File: src/rtl/sh7604_bsc.sv
// sh7604_bsc: bus state controller behind the SH7604 DMAC.
// Turns DBUS requests into external CS0..CS3 cycles with programmable waits and 4-beat bursts.
// Optional build macro: BSC_EXT_WAIT_EN (WAIT_N low stretches the final wait state).
module sh7604_bsc #(
    parameter int unsigned ADDR_W   = 27,
    parameter logic [15:0] WCR_INIT = 16'h00FF
) (
    input  logic              CLK,
    input  logic              RST,
    input  logic              CE_R,
    input  logic              CE_F,

    input  logic [31:0]       DBUS_A,
    input  logic [31:0]       DBUS_DI,
    output logic [31:0]       DBUS_DO,
    input  logic [3:0]        DBUS_BA,
    input  logic              DBUS_WE,
    input  logic              DBUS_REQ,
    input  logic              DBUS_BURST,
    input  logic              DBUS_LOCK,
    output logic              DBUS_WAIT,
    output logic              BSC_ACK,

    input  logic [31:0]       IBUS_A,
    input  logic [31:0]       IBUS_DI,
    input  logic              IBUS_WE,
    input  logic              IBUS_REQ,
    output logic [31:0]       IBUS_DO,
    output logic              IBUS_ACT,

    output logic [ADDR_W-1:0] A,
    input  logic [31:0]       DI,
    output logic [31:0]       DO,
    output logic [3:0]        CS_N,
    output logic              RD_N,
    output logic [3:0]        WE_N,
    input  logic              WAIT_N
);

    typedef enum logic [1:0] {StIdle, StT1, StTw, StT2} state_e;

    localparam logic [31:0] WcrAddr = 32'hFFFF_FFE8;
    localparam logic [15:0] WcrKey  = 16'hA55A;

    state_e              state_q, state_d;
    logic [ADDR_W-1:0]   a_q, a_d;
    logic [31:0]         do_q, do_d;
    logic [31:0]         dbus_do_q, dbus_do_d;
    logic [1:0]          wcnt_q, wcnt_d;
    logic [1:0]          beat_q, beat_d;
    logic [3:0]          cs_n_q, cs_n_d;
    logic                rd_n_q, rd_n_d;
    logic [3:0]          we_n_q, we_n_d;
    logic                ack_q, ack_d;
    logic [15:0]         wcr_q;
    logic [31:0]         ibus_do_q;

    logic                ext;
    logic [1:0]          req_area;
    logic [1:0]          req_wcnt;
    logic                start;
    logic                cap_rd;
    logic                tw_release;
    logic                reg_hit;
    logic                unused_bits;

    // Upper address bits beyond ADDR_W only take part in decode.
    assign unused_bits = ^{DBUS_A, WAIT_N};

    assign ext      = DBUS_A[31:29] != 3'b111;
    assign req_area = DBUS_A[26:25];
    assign reg_hit  = IBUS_REQ && (IBUS_A == WcrAddr);

`ifdef BSC_EXT_WAIT_EN
    assign tw_release = WAIT_N;
`else
    assign tw_release = 1'b1;
`endif

    // Wait count of the area addressed by the incoming request.
    always_comb begin
        req_wcnt = 2'd0;
        unique case (req_area)
            2'd0: req_wcnt = wcr_q[1:0];
            2'd1: req_wcnt = wcr_q[3:2];
            2'd2: req_wcnt = wcr_q[5:4];
            2'd3: req_wcnt = wcr_q[7:6];
        endcase
    end

    // Next-state, latched request fields and next strobe values.
    always_comb begin
        state_d   = state_q;
        a_d       = a_q;
        do_d      = do_q;
        dbus_do_d = dbus_do_q;
        wcnt_d    = wcnt_q;
        beat_d    = beat_q;
        cs_n_d    = cs_n_q;
        rd_n_d    = rd_n_q;
        we_n_d    = we_n_q;
        ack_d     = ack_q;
        start     = 1'b0;
        cap_rd    = 1'b0;

        unique case (state_q)
            StIdle: begin
                if (DBUS_REQ && ext) begin
                    start = 1'b1;
                end
            end
            StT1: begin
                if (wcnt_q != 2'd0) begin
                    state_d = StTw;
                end else begin
                    state_d = StT2;
                    cap_rd  = 1'b1;
                end
            end
            StTw: begin
                if (wcnt_q > 2'd1) begin
                    wcnt_d = wcnt_q - 2'd1;
                end else if (tw_release) begin
                    wcnt_d  = 2'd0;
                    state_d = StT2;
                    cap_rd  = 1'b1;
                end
            end
            StT2: begin
                if (DBUS_BURST && (beat_q != 2'd3)) begin
                    // Single-cycle follow-on beat; strobes stay asserted.
                    beat_d = beat_q + 2'd1;
                    a_d    = DBUS_A[ADDR_W-1:0];
                    do_d   = DBUS_DI;
                    cap_rd = 1'b1;
                end else if (DBUS_LOCK && DBUS_REQ && ext) begin
                    start = 1'b1;
                end else begin
                    state_d = StIdle;
                    cs_n_d  = 4'hF;
                    rd_n_d  = 1'b1;
                    we_n_d  = 4'hF;
                    ack_d   = 1'b0;
                end
            end
        endcase

        if (start) begin
            state_d = StT1;
            a_d     = DBUS_A[ADDR_W-1:0];
            do_d    = DBUS_DI;
            wcnt_d  = req_wcnt;
            beat_d  = 2'd0;
            cs_n_d  = ~(4'b0001 << req_area);
            rd_n_d  = DBUS_WE;
            we_n_d  = DBUS_WE ? ~DBUS_BA : 4'hF;
            ack_d   = 1'b1;
        end

        if (cap_rd) begin
            dbus_do_d = DI;
        end
    end

    // FSM state and registered bus outputs.
    always_ff @(posedge CLK) begin
        if (RST) begin
            state_q   <= StIdle;
            a_q       <= '0;
            do_q      <= 32'h0;
            dbus_do_q <= 32'h0;
            wcnt_q    <= 2'd0;
            beat_q    <= 2'd0;
            cs_n_q    <= 4'hF;
            rd_n_q    <= 1'b1;
            we_n_q    <= 4'hF;
            ack_q     <= 1'b0;
        end else if (CE_R) begin
            state_q   <= state_d;
            a_q       <= a_d;
            do_q      <= do_d;
            dbus_do_q <= dbus_do_d;
            wcnt_q    <= wcnt_d;
            beat_q    <= beat_d;
            cs_n_q    <= cs_n_d;
            rd_n_q    <= rd_n_d;
            we_n_q    <= we_n_d;
            ack_q     <= ack_d;
        end
    end

    // WCR write, accepted only with the unlock key in the upper half.
    always_ff @(posedge CLK) begin
        if (RST) begin
            wcr_q <= WCR_INIT;
        end else if (CE_R && reg_hit && IBUS_WE && (IBUS_DI[31:16] == WcrKey)) begin
            wcr_q <= IBUS_DI[15:0];
        end
    end

    // Register read data latched on the falling-phase enable.
    always_ff @(posedge CLK) begin
        if (RST) begin
            ibus_do_q <= 32'h0;
        end else if (CE_F) begin
            ibus_do_q <= reg_hit ? {16'h0000, wcr_q} : 32'h0;
        end
    end

    assign DBUS_WAIT = DBUS_REQ && ext && (state_q != StT2);
    assign DBUS_DO   = dbus_do_q;
    assign BSC_ACK   = ack_q;
    assign IBUS_DO   = ibus_do_q;
    assign IBUS_ACT  = reg_hit;
    assign A         = a_q;
    assign DO        = do_q;
    assign CS_N      = cs_n_q;
    assign RD_N      = rd_n_q;
    assign WE_N      = we_n_q;

endmodule

File: config.mk
export PLATFORM = sky130hd
export DESIGN_NAME = sh7604_bsc
export DESIGN_NICKNAME = d
export VERILOG_FILES = /design/src/rtl/sh7604_bsc.sv
export SDC_FILE = /design/constraint.sdc
export NUM_CORES = 1
export LEC_CHECK = 0
export CAP_MARGIN = 20
export CORE_ASPECT_RATIO = 0.8
export CORE_MARGIN = 2
export CORE_UTILIZATION = 35
export CTS_BUF_LIST = sky130_fd_sc_hd__clkbuf_8
export DETAILED_ROUTE_END_ITERATION = 10
export PLACE_DENSITY = 0.89
export REMOVE_ABC_BUFFERS = 1
export SETUP_SLACK_MARGIN = 0.3
export SLEW_MARGIN = 15
export SYNTH_ARGS = -nofsm -noshare
export SYNTH_HDL_FRONTEND = slang
export SYNTH_SLANG_ARGS = --single-unit
File: constraint.sdc
create_clock -name CLK -period 2.33 [get_ports CLK]
set_clock_uncertainty 0.05 [all_clocks]
set_input_delay 0.233 -clock CLK [delete_from_list [all_inputs] [get_ports CLK]]
set_output_delay 0.233 -clock CLK [all_outputs]
set_load 0.03 [all_outputs]
* Word-level counts from Yosys, hierarchy flattened
Cells that the tools add are included.
** Operators by class
- Shift operators :: 1
- Order comparisons :: 1
- Add/sub/neg operators :: 2
- Equality and inequality tests :: 16
- Reductions and logical operators :: 21
- Bitwise gates (word level) :: 2
- Mux-type cells :: 42
** Operators by type and width (number)
- 32-bit two-way mux :: 3
- 27-bit two-way mux :: 3
- 32-bit == test (second input constant) :: 1
- 4-bit two-way mux :: 6
- 2-bit two-way mux :: 10
- 16-bit == test (second input constant) :: 1
- 16-bit two-way mux :: 1
- 1-bit two-way mux :: 15
- 3-bit inequality test (second input constant) :: 4
- 1-bit logical AND :: 9
- 2-bit == test (second input constant) :: 4
- 2-bit inequality test (second input constant) :: 4
- 4-bit inverter :: 2
- 2-bit case mux with 4 select lines :: 1
- 2-bit nonzero test :: 4
- 2-bit case mux with 3 select lines :: 1
- 5-bit AND reduction :: 1
- 2-bit by 1-bit == test with 1-bit output (second input constant) :: 2
- 2-bit logical NOT :: 2
- 2-bit AND reduction :: 2
- 4-bit AND reduction :: 1
- 4-bit nonzero test :: 1
- 1-bit by 2-bit << shifter with 4-bit output (first input constant) :: 1
- 1-bit case mux with 3 select lines :: 1
- other kinds (5) :: 5
** Storage, ports and cells
- Word-level logic and storage cells :: 97
- Register bits after elaboration :: 155
- Output and inout bits :: 135

* Depth between registers and ports, before layout
Gate-level depths: netlist of the first run.
- Depth in word-level cells :: 7
- Depth in mapped cells :: 9
- Depth with buffers taken out :: 7

* Least setup slack after synthesis of the first run
No wires, ideal clock.
- Kind :: register to register
- From :: register state_q[1]
- To :: register a_q[19], in the netlist A[19]
- Period minus slack after synthesis :: 2164 ps
- Stages on the path, launching flop included :: 8
- Arrival time :: 2043 ps
- Buffers on the path :: 1
- Setup time :: 70 ps
- Slack :: 166 ps
- Required time :: 2210 ps
- Cell sequence :: dfxtp_1 -> inv_1 -> ha_1 -> nand4b_1 -> a31oi_1 -> clkbuf_1 -> nand2_1 -> a21oi_1
** On the way
- Longest elaborated chain between the ends :: 4
- Elaborated cells between the ends (all ways) :: 7
** RTL lines
- start, declared :: line 45 : state_e state_q, state_d;
- start signal, assigned :: line 168 : state_q <= StIdle;
- start signal, assigned :: line 179 : state_q <= state_d;
- 2-bit == test or 2-bit logical NOT (tied branches) :: line 106 : unique case (state_q)
- 1-bit case mux with 2 select lines :: line 106
- 2-bit nonzero test (no source line)
- 3-bit AND reduction (no source line)
- end signal, assigned :: line 169 : a_q <= '0;
- end signal, assigned :: line 180 : a_q <= a_d;
- end, declared :: line 46 : logic [ADDR_W-1:0] a_q, a_d;
Parallel ways exist; a longest one is shown, timed or not.
A chain may end at the register's enable or synchronous reset.

* Worst setup path in the final report of the first run
- From :: register state_q[1]
- To :: register do_q[1], in the netlist DO[1]
** On the way
- Longest elaborated chain between the ends :: 4
- Elaborated cells between the ends (all ways) :: 7
** RTL lines
- 2-bit == test or 2-bit logical NOT (tied branches) :: line 106
- 1-bit case mux with 2 select lines :: line 106
- 2-bit nonzero test (no source line)
- 3-bit AND reduction (no source line)
- end signal, assigned :: line 181 : do_q <= do_d;
- end, declared :: line 47 : logic [31:0] do_q, do_d;
Parallel ways exist; a longest one is shown, timed or not.

==> out/results.ini, run 1 <==
[critical_path]
worstPathArrival_ns = 2.33
cp_max_fo = 7
endpoint_kind = register
critPathLaunchType = register
crit_required_ns = 2.64
r2r_cells = 10
crit_type = register to register

[pwr]
p_switching_mw = 2.185
total_leakage_power_nw = 3.633
p_int_mw = 4.816
comb_power_share = 0.315
p_sw_frac = 0.3122
p_clk_frac = 0.304
p_per_area_mw_per_mm2 = 720.4
sequentialPowerShare = 0.381
peakVddDrop_mv = 0.4737

[synthesis]
avgSynthCellArea_sq_um = 9.064
ys.flop_type = dfxtp_1
synth-edff-count = 0
synth_seq_area_share = 0.4992
synth_area_sq_mm = 0.005574
async_flop_share = 0
yosysWarnings = 0
synthCells = 615
ys_types = 46
synth_seq_cells = 139

[sta]
min_period_over_period = 0.8662
tightest_slew_ns = 0.8579
maxSlewViolCount = 0
rsz0062_at_grt = yes
tns_ns = 0
slew_headroom = 0.4281
setup_viol = 0
max_freq_mhz = 495.5
holdWs_ns = 0.08449
finalHoldViolations = 0
fin_crit_ns = 2.018

[floorplan]
start_util = 0.3551
die_area_sq_mm = 0.01696
die_w_um = 145.1
rows = 41
ios = 310
coreArea_sq_mm = 0.01570
die_y_um = 116.9

[cells_and_area]
post-route-util = 0.6191
antenna_cells = 0
fillCellCount = 1233
final_cell_area_sq_mm = 0.009718
syn2layout_area_growth_pct = 74.34
post_route_cells_drive_above_1_share = 0.1400
stdcell_count = 1151
nets = 1106

[global_route]
grtUsageMet1 = 0.2334
overflow = 0
antenna_found_initial = 0
grtUsageTotal = 0.2055
globalRouteMet3Util = 0.07984
grt_pass1_vias = 5540
grt-busiest-layer = met2
met2_usage = 0.3537
grt_pass1_wl_mm = 27.76
grt_max_degree = 71

[detailed_routing]
num_vias = 5671
drt_iter0_drc = 315
routed_via_density = 4.927
remaining_drc_errors = 0
firstDrtPassIters = 5
wirelength_mm = 19.48
wire_per_inst_um = 16.92
drtAntennaViolNets = 0

[clock_network]
htree_levels = 4
cts_sinks = 139
postCtsHoldBufs = 0
worstSkewPairLatency_ns = 0.43
clk_path_buf_depth = 2
cts_made_buffers = 17
clk_pin_slew_worst_paths_ns = 0.08
cts_tree = built
ctsRootBufferMaster = clkbuf_8

[placement]
placed_cells = 1094
hpwlAfterDp_mm = 12.98
post_dp_cell_area_sq_mm = 0.008687
port_buffers = 290
gp_congestion = 0.8421

[hold_path]
hp-class = input port to register
holdPathStages = 2

[flow_run]
drv_cap = 0

[status]
status = finished, final reports clean

-- critical path, cell delays in order (launching register included) --
cell and delay, ns:
dfxtp_4 0.38, inv_6 0.05, ha_4 0.24, nand4b_1 0.22, buf_6 0.17, a31oi_4 0.19, buf_12 0.15, buf_12 0.13
clkbuf_16 0.16, nand2_1 0.07, a21oi_1 0.12
-- final cells by class --
type | instances | area (sq um) | area share
multi-input combinational | 433 | 2758 | 0.2838
clock buffer | 18 | 247.7 | 0.02549
sequential | 139 | 2790 | 0.2871
timing repair buffer | 327 | 3447 | 0.3547
tap | 215 | 269.0 | 0.02768
clock inverter | 13 | 176.4 | 0.01815
inverter | 6 | 30.03 | 0.003090
-- state kept, by name (all words and copies together) (netlist names) --
name / cells
state_q: 2
RD_N: 1
CS_N: 4
DBUS_DO: 32
WE_N: 4
IBUS_DO: 16
A: 27
DO: 32
wcr_q: 16
wcnt_q: 2
BSC_ACK: 1
beat_q: 2
-- metal layers --
layer / wire (um) / vias up
met5: 0 / -
met4: 507 / 0
met3: 1585 / 35
met2: 9391 / 259
met1: 7994 / 2670
li1: - / 2707
-- logic make-up (layout without fill, tap and decap cells) --
family	Yosys count	in the layout	share of synthesized area
adder cells (fa/ha/maj)	7	7	0.01571
AND/OR/NAND/NOR	252	252	0.2139
buffers and inverters	58	364	0.05387
flip-flops	139	139	0.4992
multiplexers	51	51	0.09607
other	1	16	0.0006728
AO/OA/AOI/OAI	107	107	0.1205
-- cells in the final DEF (no fill, tap or decap), drive strengths merged, types with 3 or more instances in the layout --
cell,Yosys,layout
clkinv,0,5
o32a,4,4
clkbuf,28,22
nor2,55,55
nor4bb,3,3
nand4,13,13
nor3,3,3
a31oi,3,3
nand3,7,7
mux2i,49,49
inv,6,9
bufinv,0,4
nand4b,4,4
dlygate4sd2,0,5
ha,7,7
clkdlybuf4s50,0,283
nand2,127,127
a2bb2oi,4,4
a21oi,66,66
a22o,16,16
nand2b,22,22
buf,24,35
a31o,3,3
conb,1,16
o21ai,4,4
or3,3,3
dfxtp,139,139
-- what timing repair did --
item                       4_1_cts  5_1_grt
gates resized for setup         17       58
pin swaps                        5       20
gates cloned                     3        5
setup buffers                   10        7
setup endpoints to repair      102      102
-- through the flow --
step | total power, mW | setup slack [ns]
2_1_floorplan | 3.578 | -1.852
3_3_place_gp | 4.408 | 0.05242
3_5_place_dp | 4.448 | -0.003282
4_1_cts | 6.769 | 0.2828
5_1_grt | 7.274 | 0.2294
6_report | 7.001 | 0.3118
-- power by group through the flow --
stage	registers (mW)	clock network, mW	logic [mW]
after floorplan	3.00	0	0.575
after global placement	2.69	0	1.72
after detailed placement	2.71	0	1.74
after CTS	2.65	2.16	1.95
after global routing	2.69	2.26	2.33
final	2.67	2.13	2.21
-- synth_stat cells, drive strengths merged, types with 4 or more instances --
| cell | number | area, sq um |
|---|---|---|
| clkbuf | 28 | 105.1 |
| ha | 7 | 87.58 |
| nor2 | 55 | 206.5 |
| o32a | 4 | 40.04 |
| nand2 | 127 | 476.7 |
| nand2b | 22 | 137.6 |
| nand4 | 13 | 87.58 |
| a2bb2oi | 4 | 35.03 |
| o21ai | 4 | 20.02 |
| nand4b | 4 | 35.03 |
| a22o | 16 | 140.1 |
| inv | 6 | 22.52 |
| mux2i | 49 | 490.5 |
| a21oi | 66 | 330.3 |
| nand3 | 7 | 35.03 |
| dfxtp | 139 | 2783 |
| buf | 24 | 172.7 |
-- path summary, 6_finish.rpt --
check,startpoint,end,slack (ns)
hold reg to reg,A[6]$_SDFFE_PP0P_,A[6]$_SDFFE_PP0P_,0.41
setup / recovery,state_q[1]$_SDFFE_PP0P_,DO[1]$_SDFFE_PP0P_,0.31
setup reg to reg,state_q[1]$_SDFFE_PP0P_,DO[1]$_SDFFE_PP0P_,0.31
hold / removal,RST,DO[24]$_SDFFE_PP0P_,0.08
Power figures use the tool's default switching activity.
==> run 2, diff against run 1 <==
--- a/config.mk
+++ b/config.mk
@@ -8,10 +8,10 @@
 export CAP_MARGIN = 20
 export CORE_ASPECT_RATIO = 0.8
 export CORE_MARGIN = 2
-export CORE_UTILIZATION = 35
+export CORE_UTILIZATION = 36
 export CTS_BUF_LIST = sky130_fd_sc_hd__clkbuf_8
 export DETAILED_ROUTE_END_ITERATION = 10
-export PLACE_DENSITY = 0.89
+export PLACE_DENSITY = 0.91
 export REMOVE_ABC_BUFFERS = 1
 export SETUP_SLACK_MARGIN = 0.3
 export SLEW_MARGIN = 15
==> out/results.ini, run 2 (synthesis gave the netlist of run 1 again) <==
[critical_path]
crit_required_ns = 2.05  ; -0.59 ns
endpoint_kind = output port
cp_max_fo = 2  ; -5
critPathLaunchType = input port
r2r_setup_slack_ns = 0.36  ; +0.05 ns
worstPathArrival_ns = 1.71  ; -0.62 ns
crit_type = input port to output port
timing.rr.start = state_q[0]$_SDFFE_PP0P_
r2r_cells = 8  ; -2
critical-path-max-stage-delay_ns = 0.55  ; +0.17 ns
crit_slowest_cell = or4b_4
reg2reg_to = A[22]$_SDFFE_PP0P_
crit_end = IBUS_ACT
path_cells = dlygate4sd2_1 -> or4b_4 -> nor4_4 -> and4_4 -> buf_6
crit_path_start = IBUS_A[4]

[cells_and_area]
final_common_cell = clkdlybuf4s50_1
post_route_cells_drive_above_1_share = 0.1001  ; -0.03985
final_cell_area_sq_mm = 0.009418  ; -3.1%
syn2layout_area_growth_pct = 68.96
stdcell_count = 1139  ; -1.0%
final_cell_mix = clkdlybuf4s50_1 (283), dfxtp_1 (137), nand2_1 (126)
antenna_cells = 0  ; unchanged
fillCellCount = 1184  ; -4.0%
nets = 1098  ; -0.72%

[clock_network]
cts_tree = built
clk_pin_slew_worst_paths_ns = 0.08  ; about the same
htree_levels = 4  ; unchanged
cts_sinks = 139  ; unchanged
cts_made_buffers = 17  ; unchanged
worstSkewPairLatency_ns = 0.44  ; about the same
ctsRootBufferMaster = clkbuf_8
clk_path_buf_depth = 2  ; unchanged

[floorplan]
die_area_sq_mm = 0.01650  ; -2.7%
rows = 40  ; -2.4%
coreArea_sq_mm = 0.01506  ; -4.0%
die_y_um = 115.3  ; -1.4%
start_util = 0.3700  ; +0.01492
die_w_um = 143.1  ; -1.4%
ios = 310  ; unchanged

[sta]
max_freq_mhz = 502.4  ; +1.4%
tns_ns = 0  ; unchanged
tightest_slew_ns = 0.7181  ; -0.1398 ns
holdWs_ns = 0.1577  ; +0.07320 ns
maxSlewViolCount = 0  ; unchanged
rsz0062_at_grt = no
slew_headroom = 0.5207  ; +0.09267
min_period_over_period = 0.8543  ; -0.01187
finalHoldViolations = 0  ; unchanged
fin_crit_ns = 1.991  ; -0.02767 ns
setup_viol = 0  ; unchanged

[status]
status = finished, final reports clean

[pwr]
p_sw_frac = 0.3142  ; +0.002072
sequentialPowerShare = 0.399  ; +0.018
p_switching_mw = 2.090  ; -4.4%
comb_power_share = 0.298  ; -0.017
p_clk_frac = 0.303  ; about the same
total_leakage_power_nw = 3.504  ; -3.5%
p_total_mw = 6.652  ; -5.0%
p_int_mw = 4.562  ; -5.3%
p_per_area_mw_per_mm2 = 706.3  ; -2.0%
peakVddDrop_mv = 0.6471  ; +37%

[placement]
port_buffers = 290  ; unchanged
placed_cells = 1093  ; -0.091%
post_dp_cell_area_sq_mm = 0.008711  ; +0.27%
gp_congestion = 0.8378  ; -0.51%
hpwlAfterDp_mm = 12.75  ; -1.7%

[hold_path]
hp-class = input port to register
hp-start = RST

[detailed_routing]
firstDrtPassIters = 4  ; -1
remaining_drc_errors = 0  ; unchanged
drtAntennaViolNets = 0  ; unchanged
wire_per_inst_um = 15.97  ; -5.6%
routed_via_density = 4.795  ; -2.7%
wirelength_mm = 18.19  ; -6.6%
drt_iter0_drc = 231  ; -27%
num_vias = 5461  ; -3.7%

[global_route]
grt_pass1_wl_mm = 26.05  ; -6.2%
grt_pass1_vias = 5331  ; -3.8%
antenna_found_initial = 0  ; unchanged
grtUsageTotal = 0.2029  ; -0.002669
grt_max_degree = 70  ; -1.4%
overflow = 0  ; unchanged

[flow_run]
drv_cap = 0  ; unchanged

[run 2: timing repair]
| action | 4_1_cts | 5_1_grt |
|---|---|---|
| gates cloned | 1 | 4 |
| setup endpoints to repair | 104 | 108 |
| setup buffers | 4 | 5 |
| hold endpoints to repair | 0 | 0 |
| hold buffers | 0 | 0 |
| pin swaps | 7 | 7 |
| gates resized for setup | 12 | 17 |
[run 2: critical path, delay by kind of cell]
family / cells / cell delay (ns)
and+or+nand+nor: 3 / 1.11
buffers and inverters: 2 / 0.36
[run 2: worst min path at each step]
| stage | slack (ns) | end | depth (start not counted) |
|---|---|---|---|
| after floorplan | 0.25 | A[0]$_SDFFE_PP0P_ | 1 |
| after global placement | 0.39 | A[13]$_SDFFE_PP0P_ | 2 |
| after detailed placement | 0.40 | DO[19]$_SDFFE_PP0P_ | 2 |
| after CTS | 0.12 | DO[0]$_SDFFE_PP0P_ | 2 |
| after global routing | 0.13 | DO[0]$_SDFFE_PP0P_ | 2 |
| final | 0.16 | DO[22]$_SDFFE_PP0P_ | 2 |
[run 2: final cells by class]
cell class / count / area [sq um] / share of cell area
Multi-Input combinational cell: 433 / 2646 / 0.2810
Sequential cell: 139 / 2788 / 0.2960
Timing Repair Buffer: 319 / 3288 / 0.3491
Tap cell: 210 / 262.8 / 0.02790
Clock buffer: 17 / 234.0 / 0.02484
Inverter: 6 / 22.52 / 0.002391
Clock inverter: 15 / 176.4 / 0.01873
[run 2: power groups by stage]
| stage | combinational [mW] | sequential [mW] | clock (mW) |
|---|---|---|---|
| CTS | 1.86 | 2.65 | 2.05 |
| global route | 2.11 | 2.67 | 2.16 |
| global placement | 1.75 | 2.69 | 0 |
| detailed placement | 1.77 | 2.71 | 0 |
| finish | 1.98 | 2.65 | 2.01 |
| floorplan | 0.575 | 3.00 | 0 |
[run 2: metal layers]
metal	vias to the layer above	routed length, um	track usage
met5	-	0	0
met4	0	387	0.06403
met3	27	1689	0.08205
met2	233	9020	0.3668
met1	2519	7092	0.2173
li1	2682	-	-
[run 2: stage by stage]
stage	setup slack (ns)	util
CTS	0.2216	0.6118
finish	0.3394	0.6252
detailed placement	0.005828	0.5782
floorplan	-1.852	-
global route	0.2749	0.6252
global placement	0.05137	0.5782
